## config.mk

```make
export PLATFORM = sky130hd
export DESIGN_NAME = wn_dot_flat
export DESIGN_NICKNAME = d
export VERILOG_FILES = /design/src/rtl/wn_dot_if.sv /design/src/rtl/wn_dot.sv /design/src/flat_wrapper.sv
export SDC_FILE = /design/constraint.sdc
export NUM_CORES = 2
export LEC_CHECK = 0
export CORE_MARGIN = 10
export CORE_UTILIZATION = 35
export CTS_CLUSTER_SIZE = 8
export DETAILED_ROUTE_END_ITERATION = 7
export GPL_TIMING_DRIVEN = 0
export SYNTH_ARGS = -nofsm -noshare
export SYNTH_HDL_FRONTEND = slang
export SYNTH_SLANG_ARGS = --single-unit
```

## constraint.sdc

```tcl
create_clock -name clk -period 7.55 [get_ports clk]
set_input_delay 1.51 -clock clk [delete_from_list [all_inputs] [get_ports clk]]
set_output_delay 1.51 -clock clk [all_outputs]
set_load 0.02 [all_outputs]
```

## src/rtl/wn_dot_if.sv

```systemverilog
// Bus bundle for wn_dot: pass control, activation/weight memory read ports and results.
// The master side starts passes and serves memory reads; the slave side is the engine.
interface wn_dot_if #(
   parameter int unsigned NCH = 16,
   parameter int unsigned DW  = 8,
   parameter int unsigned AW  = 4,
   parameter int unsigned OW  = DW
);
   logic                        start;
   logic [AW-1:0]               len;
   logic                        relu;
   logic [AW-1:0]               x_raddr;
   logic signed [DW-1:0]        x_rdata;
   logic [NCH*AW-1:0]           w_raddr;
   logic signed [NCH*DW-1:0]    w_rdata;
   logic [NCH*OW-1:0]           y;
   logic                        busy;
   logic                        finish;

   modport master (
      output start, len, relu, x_rdata, w_rdata,
      input  x_raddr, w_raddr, y, busy, finish
   );

   modport slave (
      input  start, len, relu, x_rdata, w_rdata,
      output x_raddr, w_raddr, y, busy, finish
   );
endinterface

```

## src/rtl/wn_dot.sv

```systemverilog
// NCH-channel signed dot-product engine: one shared activation stream against NCH weight
// streams, one term per cycle, with saturation and optional ReLU on the results.
module wn_dot #(
   parameter int unsigned NCH  = 16,
   parameter int unsigned DW   = 8,
   parameter int unsigned AW   = 4,
   parameter int unsigned ACCW = 2*DW+AW,
   parameter int unsigned OW   = DW
) (
   input logic       clk,
   input logic       xrst,
   wn_dot_if.slave   bus
);
   localparam int unsigned PW = 2*DW;
   localparam logic signed [ACCW-1:0] LP_MAX = {{(ACCW-OW+1){1'b0}}, {(OW-1){1'b1}}};
   localparam logic signed [ACCW-1:0] LP_MIN = {{(ACCW-OW+1){1'b1}}, {(OW-1){1'b0}}};

   typedef enum logic [1:0] {ST_IDLE, ST_RUN, ST_DRAIN, ST_DONE} state_t;

   state_t                  r_state;
   state_t                  w_state_nxt;
   logic [AW-1:0]           r_addr;
   logic [AW-1:0]           r_len_m1;
   logic                    r_relu;
   logic                    r_dv;
   logic                    r_busy;
   logic                    r_finish;
   logic [NCH*OW-1:0]       r_y;
   logic signed [ACCW-1:0]  r_acc     [NCH];
   logic signed [PW-1:0]    w_prod    [NCH];
   logic signed [ACCW-1:0]  w_acc_nxt [NCH];
   logic [NCH*OW-1:0]       w_y_nxt;

   function automatic logic [OW-1:0] f_sat(input logic signed [ACCW-1:0] a, input logic rl);
      if (rl && a[ACCW-1]) return '0;
      if (a > LP_MAX)      return LP_MAX[OW-1:0];
      if (a < LP_MIN)      return LP_MIN[OW-1:0];
      return a[OW-1:0];
   endfunction

   // State register
   always_ff @(posedge clk or negedge xrst) begin
      if (!xrst) r_state <= ST_IDLE;
      else       r_state <= w_state_nxt;
   end

   // Next state; len is latched as len-1 so len=0 naturally selects the full depth
   always_comb begin
      w_state_nxt = r_state;
      case (r_state)
         ST_IDLE:  if (bus.start) w_state_nxt = ST_RUN;
         ST_RUN:   if (r_addr == r_len_m1) w_state_nxt = ST_DRAIN;
         ST_DRAIN: w_state_nxt = ST_DONE;
         ST_DONE:  w_state_nxt = ST_IDLE;
         default:  w_state_nxt = ST_IDLE;
      endcase
   end

   // Per-channel multiply-accumulate and result shaping
   always_comb begin
      w_prod    = '{default: '0};
      w_acc_nxt = '{default: '0};
      w_y_nxt   = '0;
      for (int c = 0; c < NCH; c++) begin
         w_prod[c]    = PW'($signed(bus.w_rdata[c*DW +: DW])) * PW'(bus.x_rdata);
         w_acc_nxt[c] = r_acc[c] + ACCW'(w_prod[c]);
         w_y_nxt[c*OW +: OW] = f_sat(w_acc_nxt[c], r_relu);
      end
   end

   // Datapath; r_dv marks read data returning one cycle after each RUN address
   always_ff @(posedge clk or negedge xrst) begin
      if (!xrst) begin
         r_addr   <= '0;
         r_len_m1 <= '0;
         r_relu   <= 1'b0;
         r_dv     <= 1'b0;
         r_busy   <= 1'b0;
         r_finish <= 1'b0;
         r_y      <= '0;
         for (int c = 0; c < NCH; c++) r_acc[c] <= '0;
      end else begin
         r_busy   <= (w_state_nxt != ST_IDLE);
         r_finish <= (r_state == ST_DRAIN);
         r_dv     <= (r_state == ST_RUN);
         if (r_state == ST_IDLE && bus.start) begin
            r_len_m1 <= AW'(bus.len - AW'(1));
            r_relu   <= bus.relu;
            r_addr   <= '0;
            for (int c = 0; c < NCH; c++) r_acc[c] <= '0;
         end
         if (r_state == ST_RUN && r_addr != r_len_m1) r_addr <= r_addr + AW'(1);
         if (r_dv) begin
            for (int c = 0; c < NCH; c++) r_acc[c] <= w_acc_nxt[c];
         end
         if (r_state == ST_DRAIN) r_y <= w_y_nxt;
      end
   end

   assign bus.x_raddr = r_addr;
   assign bus.w_raddr = {NCH{r_addr}};
   assign bus.y       = r_y;
   assign bus.busy    = r_busy;
   assign bus.finish  = r_finish;
endmodule

```

## src/flat_wrapper.sv

```systemverilog
// flat-port wrapper written by rule: the top's interface ports become plain ports
module wn_dot_flat 
#(
   parameter int unsigned NCH  = 16,
   parameter int unsigned DW   = 8,
   parameter int unsigned AW   = 4,
   parameter int unsigned ACCW = 2*DW+AW,
   parameter int unsigned OW   = DW
)
  (clk, xrst, bus_start, bus_len, bus_relu, bus_x_rdata, bus_w_rdata, bus_x_raddr, bus_w_raddr, bus_y, bus_busy, bus_finish);
  wn_dot_if #(.NCH(NCH), .DW(DW), .AW(AW), .OW(OW)) bus_i ();
  input logic clk;
  input logic xrst;
  input wire logic [$bits(bus_i.start)-1:0] bus_start;
  input wire logic [$bits(bus_i.len)-1:0] bus_len;
  input wire logic [$bits(bus_i.relu)-1:0] bus_relu;
  input wire logic [$bits(bus_i.x_rdata)-1:0] bus_x_rdata;
  input wire logic [$bits(bus_i.w_rdata)-1:0] bus_w_rdata;
  output wire logic [$bits(bus_i.x_raddr)-1:0] bus_x_raddr;
  output wire logic [$bits(bus_i.w_raddr)-1:0] bus_w_raddr;
  output wire logic [$bits(bus_i.y)-1:0] bus_y;
  output wire logic [$bits(bus_i.busy)-1:0] bus_busy;
  output wire logic [$bits(bus_i.finish)-1:0] bus_finish;
  assign bus_i.start = bus_start;
  assign bus_i.len = bus_len;
  assign bus_i.relu = bus_relu;
  assign bus_i.x_rdata = bus_x_rdata;
  assign bus_i.w_rdata = bus_w_rdata;
  assign bus_x_raddr = bus_i.x_raddr;
  assign bus_w_raddr = bus_i.w_raddr;
  assign bus_y = bus_i.y;
  assign bus_busy = bus_i.busy;
  assign bus_finish = bus_i.finish;
  wn_dot #(.NCH(NCH), .DW(DW), .AW(AW), .ACCW(ACCW), .OW(OW)) u_core (.clk(clk), .xrst(xrst), .bus(bus_i));
endmodule
```

==> out/results.txt <==
clk_skew: 0.0329 ns
hold buffers post-CTS: 0
Placement Setup Slack: -3.40 ns
hpwl dp: 226,000 µm
total congestion overflow: 0
Die X: 488 µm
Final Max Slew Viols: 30
synth unique cells: 106
largest cells by area after synthesis: fa_1, dfrtp_1, ha_1
Hold Path Class: reg2reg
Yosys Warn Count: 0
Setup crit end: u_core.bus.y[118]
gr usage total: 0.241
Filler Cell Count: 21,200
first-pass GRT wire length: 425,000 µm
initial antenna violation count: 82
FFs w/ async S/R, synth: 1.00
vias: 60,700
Clock Root Buffer: clkbuf_16
Syn Inst Count: 7,939
Synth top area share: 0.367
fin crit share: 0.993
R2R cell count: 19
DRC viols: 0
Ports: 342
synthesis-stage register bit count: 462
worst slew pin tran: 1.56 ns
adder-cell share of the synthesized area: 0.487
Worst R2R Start: u_core.r_acc[46]
post-route setup slack: 0.0536 ns
Post-Syn Nets: 10,200
clock tree buffer depth: 3
Critical Path RT: 8.14 ns
Post-Syn Area: 76,800 µm²
I/O Buffers: 334
initial core utilization: 0.353
Synth Area in Compound Gates: 0.104
# rows: 171
failing checks: capacitance limit, slew limit
Synth Area in XOR/XNOR: 0.0323
most frequent cell after synthesis: inv_1
drt first pass iters: 6
CP endpoint kind: flip-flop
clock latency on the worst-skew pair: 0.72 ns
Rel. slew slack: -0.0426
fin crit period: 7.50 ns
final hold violations: 0
WP data arrival: 8.09 ns
worst hold path depth: 2
setup TNS: 0 ns
routed len/inst: 25.4 µm
worst-path fanout max: 10
Setup violations, final: 0
share of cells above drive strength 1: 0.0569
area of the die: 239,000 µm²
synth cell count leaders: inv_1, fa_1, nand2_1
design area: 87,300 µm²
antenna viol nets, final: 0
Placed Area: 84,100 µm²
share of the yosys chip area belonging to registers: 0.151
CTS tree: done
Worst R2R End: u_core.bus.y[104]
top_reg_cell synth: dfrtp_1
DR vias/cell: 5.36
mux cell area share after synthesis: 0.000261
f_max: 0.133 GHz
Die H: 488 µm
GPL Wtd Cong: 0.952
EDFF count, synth: 0
status: complete, but fails checks
element type at the critical path start: primary input
DRT iter0 DRCs: 5,155
final core occ: 0.401
syn avg cell area: 9.67 µm²
final wirelength: 288,000 µm
Area Growth Syn to Fin: 13.7%
largest family of logic cells by synthesized area: adder cells
R2R setup slack: 1.54 ns
critical path type: in2reg
area leader, netlist: fa_1
Clk pin slew, worst setup/hold paths: 0.05 ns
simple-gate share of the synthesized area: 0.136
max-cap violation count: 3
Critical Path Source: bus_x_rdata[6]
clk sinks: 462
TritonCTS buffer count: 73
vias in the first global route: 63,800
htree depth: 3
core area: 218,000 µm²
largest net degree at the start of global routing: 100
Nets: 10,700
registers in the layout, summed over array words and instances, names as in the netlist:
| name | count |
|---|---|
| u_core.bus.busy | 1 |
| u_core.bus.finish | 1 |
| u_core.bus.x_raddr | 4 |
| u_core.bus.y | 128 |
| u_core.r_acc | 320 |
| u_core.r_dv | 1 |
| u_core.r_len_m1 | 4 |
| u_core.r_relu | 1 |
| u_core.r_state | 2 |
layout make-up:
class / count / area [µm²] / area share
plain buffers: 299 / 1680 / 0.0193
flip-flops and latches: 462 / 11600 / 0.132
inverters: 1463 / 5500 / 0.0629
multi-input cells: 5715 / 58800 / 0.673
clock buffers: 101 / 2020 / 0.0232
well taps: 2854 / 3570 / 0.0409
clock inverters: 11 / 121 / 0.00139
repair buffers: 384 / 3950 / 0.0453
diodes: 41 / 103 / 0.00118
routing by layer:
| metal | track usage | share of wire | vias up |
|---|---|---|---|
| met5 | 0 | 0.0014 | - |
| li1 | - | - | 26200 |
| met4 | 0.141 | 0.069 | 64 |
| met2 | 0.365 | 0.44 | 2698 |
| met1 | 0.308 | 0.40 | 31100 |
| met3 | 0.0655 | 0.096 | 696 |
cell families (layout without fill, tap and decap cells):
group | after synthesis | count (layout)
and+or+nand+nor | 2150 | 2150
adders and majority gates | 2146 | 2146
buffers and inverters | 1762 | 2258
AOI/OAI and AO/OA | 1143 | 1143
DFF | 462 | 462
xor gates and xnor gates | 274 | 274
muxes | 2 | 2
other | 0 | 41
cell usage in the layout (no fill, tap or decap), types with 60 or more instances in the layout:
master / netlist / routed
nor2_1: 296 / 289
inv_1: 1460 / 1460
xor2_1: 74 / 72
o21a_1: 62 / 62
buf_4: 64 / 104
nand2_1: 908 / 907
dfrtp_1: 462 / 462
nor3_1: 72 / 70
clkbuf_16: 0 / 75
clkbuf_1: 221 / 126
clkdlybuf4s50_1: 0 / 328
a22o_1: 84 / 84
fa_1: 1408 / 1408
and2_1: 535 / 506
a21oi_1: 138 / 137
o31ai_1: 92 / 90
ha_1: 738 / 738
xnor2_1: 194 / 189
o22ai_1: 61 / 60
o21ai_0: 249 / 249
clkbuf_2: 0 / 78
what timing repair did:
item                                    CTS  global route
endpoints found under the setup margin  264           111
gates resized for setup                 161           137
pin swaps                                 3             9
buffers inserted                          3            32
critical path, cell delays in order:
cell	delay, ns
clkbuf_2	0.30
buf_12	0.24
clkbuf_8	0.33
nand2_1	0.13
fa_1	0.51
fa_1	0.54
inv_1	0.05
fa_1	0.52
fa_1	0.59
fa_1	0.45
ha_1	0.36
o211ai_1	0.11
o21a_1	0.22
o221ai_1	0.25
o311ai_0	0.55
a21oi_1	0.20
a211oi_4	0.42
nor2_1	0.11
a31o_2	0.32
a221o_1	0.33
metrics by stage:
| step | instances | hold slack, ns |
|---|---|---|
| floorplan | 7939 | 0.470 |
| global placement | 11100 | 0.474 |
| detailed placement | 11100 | 0.472 |
| CTS | 11300 | 0.484 |
| global route | 11300 | 0.506 |
| finish | 11300 | 0.477 |
worst min path at each step:
| stage | start | slack, ns | end |
|---|---|---|---|
| after floorplan | u_core.r_acc[31] | 0.47 | u_core.r_acc[31] |
| after global placement | u_core.bus.y[47] | 0.47 | u_core.bus.y[47] |
| after detailed placement | u_core.bus.y[95] | 0.47 | u_core.bus.y[95] |
| after CTS | u_core.bus.y[10] | 0.48 | u_core.bus.y[10] |
| after global routing | u_core.bus.y[101] | 0.51 | u_core.bus.y[101] |
| final | u_core.bus.y[10] | 0.48 | u_core.bus.y[10] |
Power is left out: the tool's default activity adds up to more than one toggle a clock period on the data nets, which glitch-free logic cannot reach.
